## config.mk

```make
export PLATFORM = sky130hd
export DESIGN_NAME = sm83_fetch_flat
export DESIGN_NICKNAME = d
export VERILOG_FILES = /design/src/rtl/sm83_fetch_if.sv /design/src/rtl/sm83_fetch.sv /design/src/flat_wrapper.sv
export SDC_FILE = /design/constraint.sdc
export NUM_CORES = 1
export LEC_CHECK = 0
export BUFFER_PORTS_ARGS = -buffer_cell sky130_fd_sc_hd__clkbuf_2
export CORE_AREA = 2 2 75 77
export CTS_CLUSTER_DIAMETER = 150
export CTS_CLUSTER_SIZE = 12
export DETAILED_ROUTE_END_ITERATION = 8
export DIE_AREA = 0 0 77 79
export GPL_TIMING_DRIVEN = 0
export PLACE_DENSITY = 0.71
export SYNTH_ARGS = -nofsm -noshare
export SYNTH_HDL_FRONTEND = slang
export SYNTH_SLANG_ARGS = --single-unit
```

## constraint.sdc

```tcl
create_clock -name clk -period 4.8 [get_ports clk]
set_input_delay 0.48 -clock clk [delete_from_list [all_inputs] [get_ports clk]]
set_output_delay 0.48 -clock clk [all_outputs]
set_load 0.05 [all_outputs]
```

## src/rtl/sm83_fetch_if.sv

```systemverilog
// Bus and decoder-facing signals of the SM83 fetch stage.
// The fetch stage is the master; memory and decoder sit on the slave side.
interface sm83_fetch_if;
   logic [15:0] bus_addr;
   logic        bus_rd;
   logic [7:0]  bus_rdata;
   logic        bus_ack;
   logic [7:0]  instr;
   logic        instr_is_cb;
   logic        instr_valid;
   logic        instr_ready;
   logic        imm_req;
   logic        imm_len;
   logic [15:0] imm_data;
   logic        imm_valid;
   logic        next_req;
   logic        pc_load;
   logic [15:0] pc_load_val;
   logic [15:0] pc;

   modport master (
      output bus_addr, bus_rd, instr, instr_is_cb, instr_valid, imm_data, imm_valid, pc,
      input  bus_rdata, bus_ack, instr_ready, imm_req, imm_len, next_req, pc_load, pc_load_val
   );

   modport slave (
      input  bus_addr, bus_rd, instr, instr_is_cb, instr_valid, imm_data, imm_valid, pc,
      output bus_rdata, bus_ack, instr_ready, imm_req, imm_len, next_req, pc_load, pc_load_val
   );
endinterface

```

## src/rtl/sm83_fetch.sv

```systemverilog
// SM83 instruction fetch: reads opcodes at PC, folds the 0xCB prefix into a flag,
// hands opcodes to the decoder and fetches little-endian immediates on request.
module sm83_fetch #(
   parameter logic [15:0] RESET_PC = 16'h0000
) (
   input logic          clk,
   input logic          rst,
   sm83_fetch_if.master fif
);

   typedef enum logic [2:0] {
      S_RESET,
      S_FETCH_OP,
      S_FETCH_CB,
      S_HOLD,
      S_DECODE,
      S_IMM_LO,
      S_IMM_HI
   } state_t;

   state_t      state;
   logic [15:0] pc;
   logic [7:0]  instr;
   logic        instr_is_cb;
   logic [15:0] imm_data;
   logic        imm_valid;
   logic        imm_len_q;
   logic        bus_rd;
   logic        ack;

   assign bus_rd = (state == S_FETCH_OP) || (state == S_FETCH_CB) ||
                   (state == S_IMM_LO)   || (state == S_IMM_HI);
   // An ack only counts while a read is actually outstanding.
   assign ack    = bus_rd & fif.bus_ack;

   always_ff @(posedge clk) begin
      if (rst) begin
         state       <= S_RESET;
         pc          <= RESET_PC;
         instr       <= 8'h00;
         instr_is_cb <= 1'b0;
         imm_data    <= 16'h0000;
         imm_valid   <= 1'b0;
         imm_len_q   <= 1'b0;
      end else begin
         imm_valid <= 1'b0;
         // A redirect drops any coincident ack and any immediate completing this cycle.
         if (fif.pc_load && (state != S_RESET)) begin
            pc    <= fif.pc_load_val;
            state <= S_FETCH_OP;
         end else begin
            case (state)
               S_RESET: state <= S_FETCH_OP;
               S_FETCH_OP: begin
                  if (ack) begin
                     pc <= pc + 16'd1;
                     if (fif.bus_rdata == 8'hCB) begin
                        state <= S_FETCH_CB;
                     end else begin
                        instr       <= fif.bus_rdata;
                        instr_is_cb <= 1'b0;
                        state       <= S_HOLD;
                     end
                  end
               end
               S_FETCH_CB: begin
                  if (ack) begin
                     pc          <= pc + 16'd1;
                     instr       <= fif.bus_rdata;
                     instr_is_cb <= 1'b1;
                     state       <= S_HOLD;
                  end
               end
               S_HOLD: begin
                  if (fif.instr_ready) state <= S_DECODE;
               end
               S_DECODE: begin
                  if (fif.imm_req) begin
                     imm_len_q <= fif.imm_len;
                     state     <= S_IMM_LO;
                  end else if (fif.next_req) begin
                     state <= S_FETCH_OP;
                  end
               end
               S_IMM_LO: begin
                  if (ack) begin
                     pc       <= pc + 16'd1;
                     imm_data <= {8'h00, fif.bus_rdata};
                     if (imm_len_q) begin
                        state <= S_IMM_HI;
                     end else begin
                        imm_valid <= 1'b1;
                        state     <= S_DECODE;
                     end
                  end
               end
               S_IMM_HI: begin
                  if (ack) begin
                     pc             <= pc + 16'd1;
                     imm_data[15:8] <= fif.bus_rdata;
                     imm_valid      <= 1'b1;
                     state          <= S_DECODE;
                  end
               end
               default: state <= S_RESET;
            endcase
         end
      end
   end

   assign fif.bus_addr    = pc;
   assign fif.bus_rd      = bus_rd;
   assign fif.pc          = pc;
   assign fif.instr       = instr;
   assign fif.instr_is_cb = instr_is_cb;
   assign fif.instr_valid = (state == S_HOLD);
   assign fif.imm_data    = imm_data;
   assign fif.imm_valid   = imm_valid;

endmodule

```

## src/flat_wrapper.sv

```systemverilog
// flat-port wrapper written by rule: the top's interface ports become plain ports
module sm83_fetch_flat 
#(
   parameter logic [15:0] RESET_PC = 16'h0000
)
  (clk, rst, fif_bus_addr, fif_bus_rd, fif_instr, fif_instr_is_cb, fif_instr_valid, fif_imm_data, fif_imm_valid, fif_pc, fif_bus_rdata, fif_bus_ack, fif_instr_ready, fif_imm_req, fif_imm_len, fif_next_req, fif_pc_load, fif_pc_load_val);
  sm83_fetch_if fif_i ();
  input logic clk;
  input logic rst;
  output wire logic [$bits(fif_i.bus_addr)-1:0] fif_bus_addr;
  output wire logic [$bits(fif_i.bus_rd)-1:0] fif_bus_rd;
  output wire logic [$bits(fif_i.instr)-1:0] fif_instr;
  output wire logic [$bits(fif_i.instr_is_cb)-1:0] fif_instr_is_cb;
  output wire logic [$bits(fif_i.instr_valid)-1:0] fif_instr_valid;
  output wire logic [$bits(fif_i.imm_data)-1:0] fif_imm_data;
  output wire logic [$bits(fif_i.imm_valid)-1:0] fif_imm_valid;
  output wire logic [$bits(fif_i.pc)-1:0] fif_pc;
  input wire logic [$bits(fif_i.bus_rdata)-1:0] fif_bus_rdata;
  input wire logic [$bits(fif_i.bus_ack)-1:0] fif_bus_ack;
  input wire logic [$bits(fif_i.instr_ready)-1:0] fif_instr_ready;
  input wire logic [$bits(fif_i.imm_req)-1:0] fif_imm_req;
  input wire logic [$bits(fif_i.imm_len)-1:0] fif_imm_len;
  input wire logic [$bits(fif_i.next_req)-1:0] fif_next_req;
  input wire logic [$bits(fif_i.pc_load)-1:0] fif_pc_load;
  input wire logic [$bits(fif_i.pc_load_val)-1:0] fif_pc_load_val;
  assign fif_bus_addr = fif_i.bus_addr;
  assign fif_bus_rd = fif_i.bus_rd;
  assign fif_instr = fif_i.instr;
  assign fif_instr_is_cb = fif_i.instr_is_cb;
  assign fif_instr_valid = fif_i.instr_valid;
  assign fif_imm_data = fif_i.imm_data;
  assign fif_imm_valid = fif_i.imm_valid;
  assign fif_pc = fif_i.pc;
  assign fif_i.bus_rdata = fif_bus_rdata;
  assign fif_i.bus_ack = fif_bus_ack;
  assign fif_i.instr_ready = fif_instr_ready;
  assign fif_i.imm_req = fif_imm_req;
  assign fif_i.imm_len = fif_imm_len;
  assign fif_i.next_req = fif_next_req;
  assign fif_i.pc_load = fif_pc_load;
  assign fif_i.pc_load_val = fif_pc_load_val;
  sm83_fetch #(.RESET_PC(RESET_PC)) u_core (.clk(clk), .rst(rst), .fif(fif_i));
endmodule
```

==> impl_metrics.yaml <==
run_status:
  status: "complete, no violations"
power_and_ir_drop:
  ir_worst_vdd_v: 0.0001628
  leakage_nw: 1.299
  p_per_area_nw_per_um2: 321.9
global_routing:
  antenna_found_initial: 0
  grt_pass1_vias: 1971
  grt_max_degree: 14
  grt_pass1_wl_um: 9439
  track_usage: 0.1924
  gr-total-overflow: 0
sta:
  rsz0062_at_grt: "no"
  hold_violations: 0
  setup-violations-final: 0
  fmax_mhz: 420.5
  fin_worst_skew_ns: 0.006199
  tightestPinTransition_ns: 0.6295
  finalSetupTns_ns: 0
  layout_min_cycle_time_ns: 2.378
  final.period_utilization: 0.4954
  slew_viol_final: 0
  whs_ns: 0.4264
  slew_headroom: 0.5796
drt:
  vias: 2273
  wire_per_inst_um: 13.48
  remaining_drc_errors: 0
  viasPerCell: 5.178
  wl_met3_um: 313
  drt_first_pass_iters: 4
  dr_wl_met2_um: 2864
  highest_layer: "met4"
  drt-total-wl_um: 5919
  met1_length_um: 2716
  ant_nets: 0
  drt_first_iter_violations: 118
worst_setup_path:
  cp_max_fo: 10
  required_ns: 4.97
  startpoint_type: "flip-flop"
  cp_slowest_cell: "a211oi_2"
  reg2reg_to: "u_core.fif.instr[7]"
  endpoint: "u_core.fif.instr[7]"
  arrival_ns: 2.55
  reg2regPathDepth: 8
  critPathKind: "flip-flop to flip-flop"
  rr_startpoint: "u_core.state[0]"
  end_kind: "flip-flop"
  cpLargestDelayFamily: "compound AO/OA/AOI/OAI gates"
  crit_chain: "inv_1, ha_1, buf_4, o211ai_1, a211oi_2, and2_0, buf_2, o21ai_0"
  startpoint: "u_core.state[0]"
  path_depth: 8
  cp_slowest_stage_delay_ns: 0.61
  crit_buf_inv: 3
  r2r_slack_ns: 2.42
clocking:
  cts_setup_buffers: 0
  cts_tree: "done"
  htreeDepth: 2
  cts_root_buffer: "clkbuf_8"
  clock_latency_ns: 0.29
  cts_hold_buf: 0
  cts_made_buffers: 5
  cts_resized: 0
  clk_pin_slew_ns: 0.08
  cts.sinks: 46
  clock_path_buffers: 2
placement:
  place.gp.congestion: 0.8128
  portBuffers: 88
  dpl.hpwl_um: 4488
final_layout:
  drive_above_1_share: 0.3270
  nets: 404
  fill_cells: 540
  n_antenna_cell: 0
  area_delta_synth_final_pct: 26.01
run:
  max_cap_viol_count: 0
floorplan:
  io_pins: 92
  dieArea_sq_um: 6083
  start_util: 0.4388
  die_h_um: 79
  coreArea_sq_um: 5338
  fp.dieW_um: 77
  rows: 27
synthesis:
  syn-instance-count: 272
  yosys_warnings: 0
  yosysSeqAreaShare: 0.3932
  yosys-top-cells-area: "dfxtp_1 39%, buf_4 5.8%, a211oi_1 4.5%"
  yosys_most_used_dff: "dfxtp_1"
  yosys_register_bits: 46
  synth-async-reset-ratio: 0
  yosys.area.top_type: "dfxtp_1"
  synth-edff-count: 0
  synthesis.nets: 309
  synth_area_per_cell_sq_um: 8.611
  netlist_area_sq_um: 2342
  synth_top_cell_area_share: 0.3932
  synth_cell_types: 43
worst_hold_path:
  hold_path.class: "input port to flip-flop"
==> cell usage in the layout (no fill, tap or decap), types with 2 or more instances in the layout <==
| cell type | Yosys | routed |
|---|---|---|
| xnor2_1 | 10 | 10 |
| a21oi_1 | 10 | 10 |
| nor3_1 | 6 | 6 |
| nor2b_1 | 3 | 3 |
| a211oi_1 | 14 | 14 |
| nand4b_1 | 10 | 10 |
| a2bb2oi_1 | 2 | 2 |
| ha_1 | 5 | 5 |
| xor2_1 | 2 | 2 |
| nor4_1 | 4 | 4 |
| dfxtp_1 | 46 | 46 |
| nand2b_1 | 10 | 10 |
| buf_1 | 3 | 3 |
| clkbuf_1 | 11 | 11 |
| a311oi_1 | 5 | 5 |
| nor2_1 | 28 | 28 |
| nand3_1 | 16 | 16 |
| o21ai_0 | 11 | 11 |
| clkinv_2 | 0 | 2 |
| buf_4 | 18 | 18 |
| or3_1 | 4 | 4 |
| clkbuf_8 | 0 | 5 |
| inv_1 | 7 | 7 |
| mux2i_1 | 9 | 9 |
| and2_1 | 2 | 2 |
| and3_1 | 2 | 2 |
| nand2_1 | 15 | 15 |
| or4_1 | 2 | 2 |
| clkbuf_2 | 0 | 88 |
==> flip-flops by register name (all words and copies together), names as in the netlist <==
signal / flops
u_core.fif.imm_valid: 1
u_core.imm_len_q: 1
u_core.fif.imm_data: 16
u_core.fif.bus_addr: 16
u_core.fif.instr_is_cb: 1
u_core.state: 3
u_core.fif.instr: 8
==> layer usage <==
layer	up-vias	global-route usage
met3	2	0.03864
met5	-	0
li1	1140	-
met1	1068	0.2591
met4	0	0.04286
met2	63	0.3211
==> report_power, final <==
| part | internal (mW) | total (mW) | switching [mW] |
|---|---|---|---|
| logic | 0.0901 | 0.302 | 0.212 |
| clock network | 0.0978 | 0.218 | 0.120 |
| registers | 0.403 | 0.430 | 0.0272 |
| total | 0.591 | 0.950 | 0.360 |
==> cell usage after synthesis, drive strengths merged (2+ instances only) <==
| master | count |
|---|---|
| xnor2 | 10 |
| mux2i | 9 |
| buf | 22 |
| and3 | 2 |
| dfxtp | 46 |
| nor2b | 3 |
| a21oi | 10 |
| nand4b | 10 |
| o21ai | 11 |
| nand2b | 10 |
| nor4 | 4 |
| clkbuf | 11 |
| nand4 | 2 |
| or4 | 2 |
| xor2 | 2 |
| a211oi | 15 |
| nor3b | 2 |
| and2 | 3 |
| a311oi | 5 |
| nand2 | 15 |
| inv | 7 |
| nor2 | 28 |
| or3 | 4 |
| a2bb2oi | 2 |
| nand3 | 17 |
| ha | 5 |
| nor3 | 6 |
==> worst min path at each step <==
stage / depth (start not counted) / endpoint / slack (ns) / startpoint
floorplan: 1 / u_core.fif.imm_valid / 0.44 / u_core.imm_len_q
global placement: 2 / u_core.fif.imm_data[12] / 0.44 / u_core.fif.imm_data[12]
detailed placement: 2 / u_core.fif.imm_data[15] / 0.45 / u_core.fif.imm_data[15]
CTS: 3 / u_core.imm_len_q / 0.42 / fif_imm_len
global route: 3 / u_core.imm_len_q / 0.43 / fif_imm_len
finish: 3 / u_core.imm_len_q / 0.43 / fif_imm_len
==> per-stage QoR <==
step / cell area [sq um] / util / std cells / power (mW) / setup slack, ns
global route: 2952 / 0.5530 / 439 / 0.9943 / 2.243
CTS: 2952 / 0.5530 / 439 / 0.9587 / 2.436
global placement: 2873 / 0.5382 / 432 / 0.7377 / 2.540
floorplan: 2342 / - / 272 / 0.6682 / 2.324
detailed placement: 2873 / 0.5382 / 432 / 0.7410 / 2.459
finish: 2952 / 0.5530 / 439 / 0.9502 / 2.422
==> tightest hold or removal path, delay by kind of cell <==
family	cells	cell delay, ns
simple gates	1	0.07
buf+inv	1	0.08
mux	1	0.05
==> area by class of cell <==
cell class / count / area, sq um / area share
clock inverter: 2 / 10.01 / 0.003391
sequential: 46 / 920.9 / 0.3120
multi-input combinational: 186 / 1202 / 0.4074
buffer: 33 / 192.7 / 0.06528
inverter: 7 / 26.28 / 0.008902
tap: 72 / 90.09 / 0.03052
clock buffer: 5 / 68.82 / 0.02331
timing repair buffer: 88 / 440.4 / 0.1492
==> cell families (layout without fill, tap and decap cells) <==
kind of cell	after synthesis	in the layout	synth area share
adders and majority gates	5	5	0.02671
xor gates and xnor gates	12	12	0.04487
and+or+nand+nor	113	113	0.2687
muxes	9	9	0.03846
DFF	46	46	0.3932
buffers and inverters	40	135	0.09348
AOI/OAI and AO/OA	47	47	0.1346
Note: power is estimated with default switching activity, not from simulation.
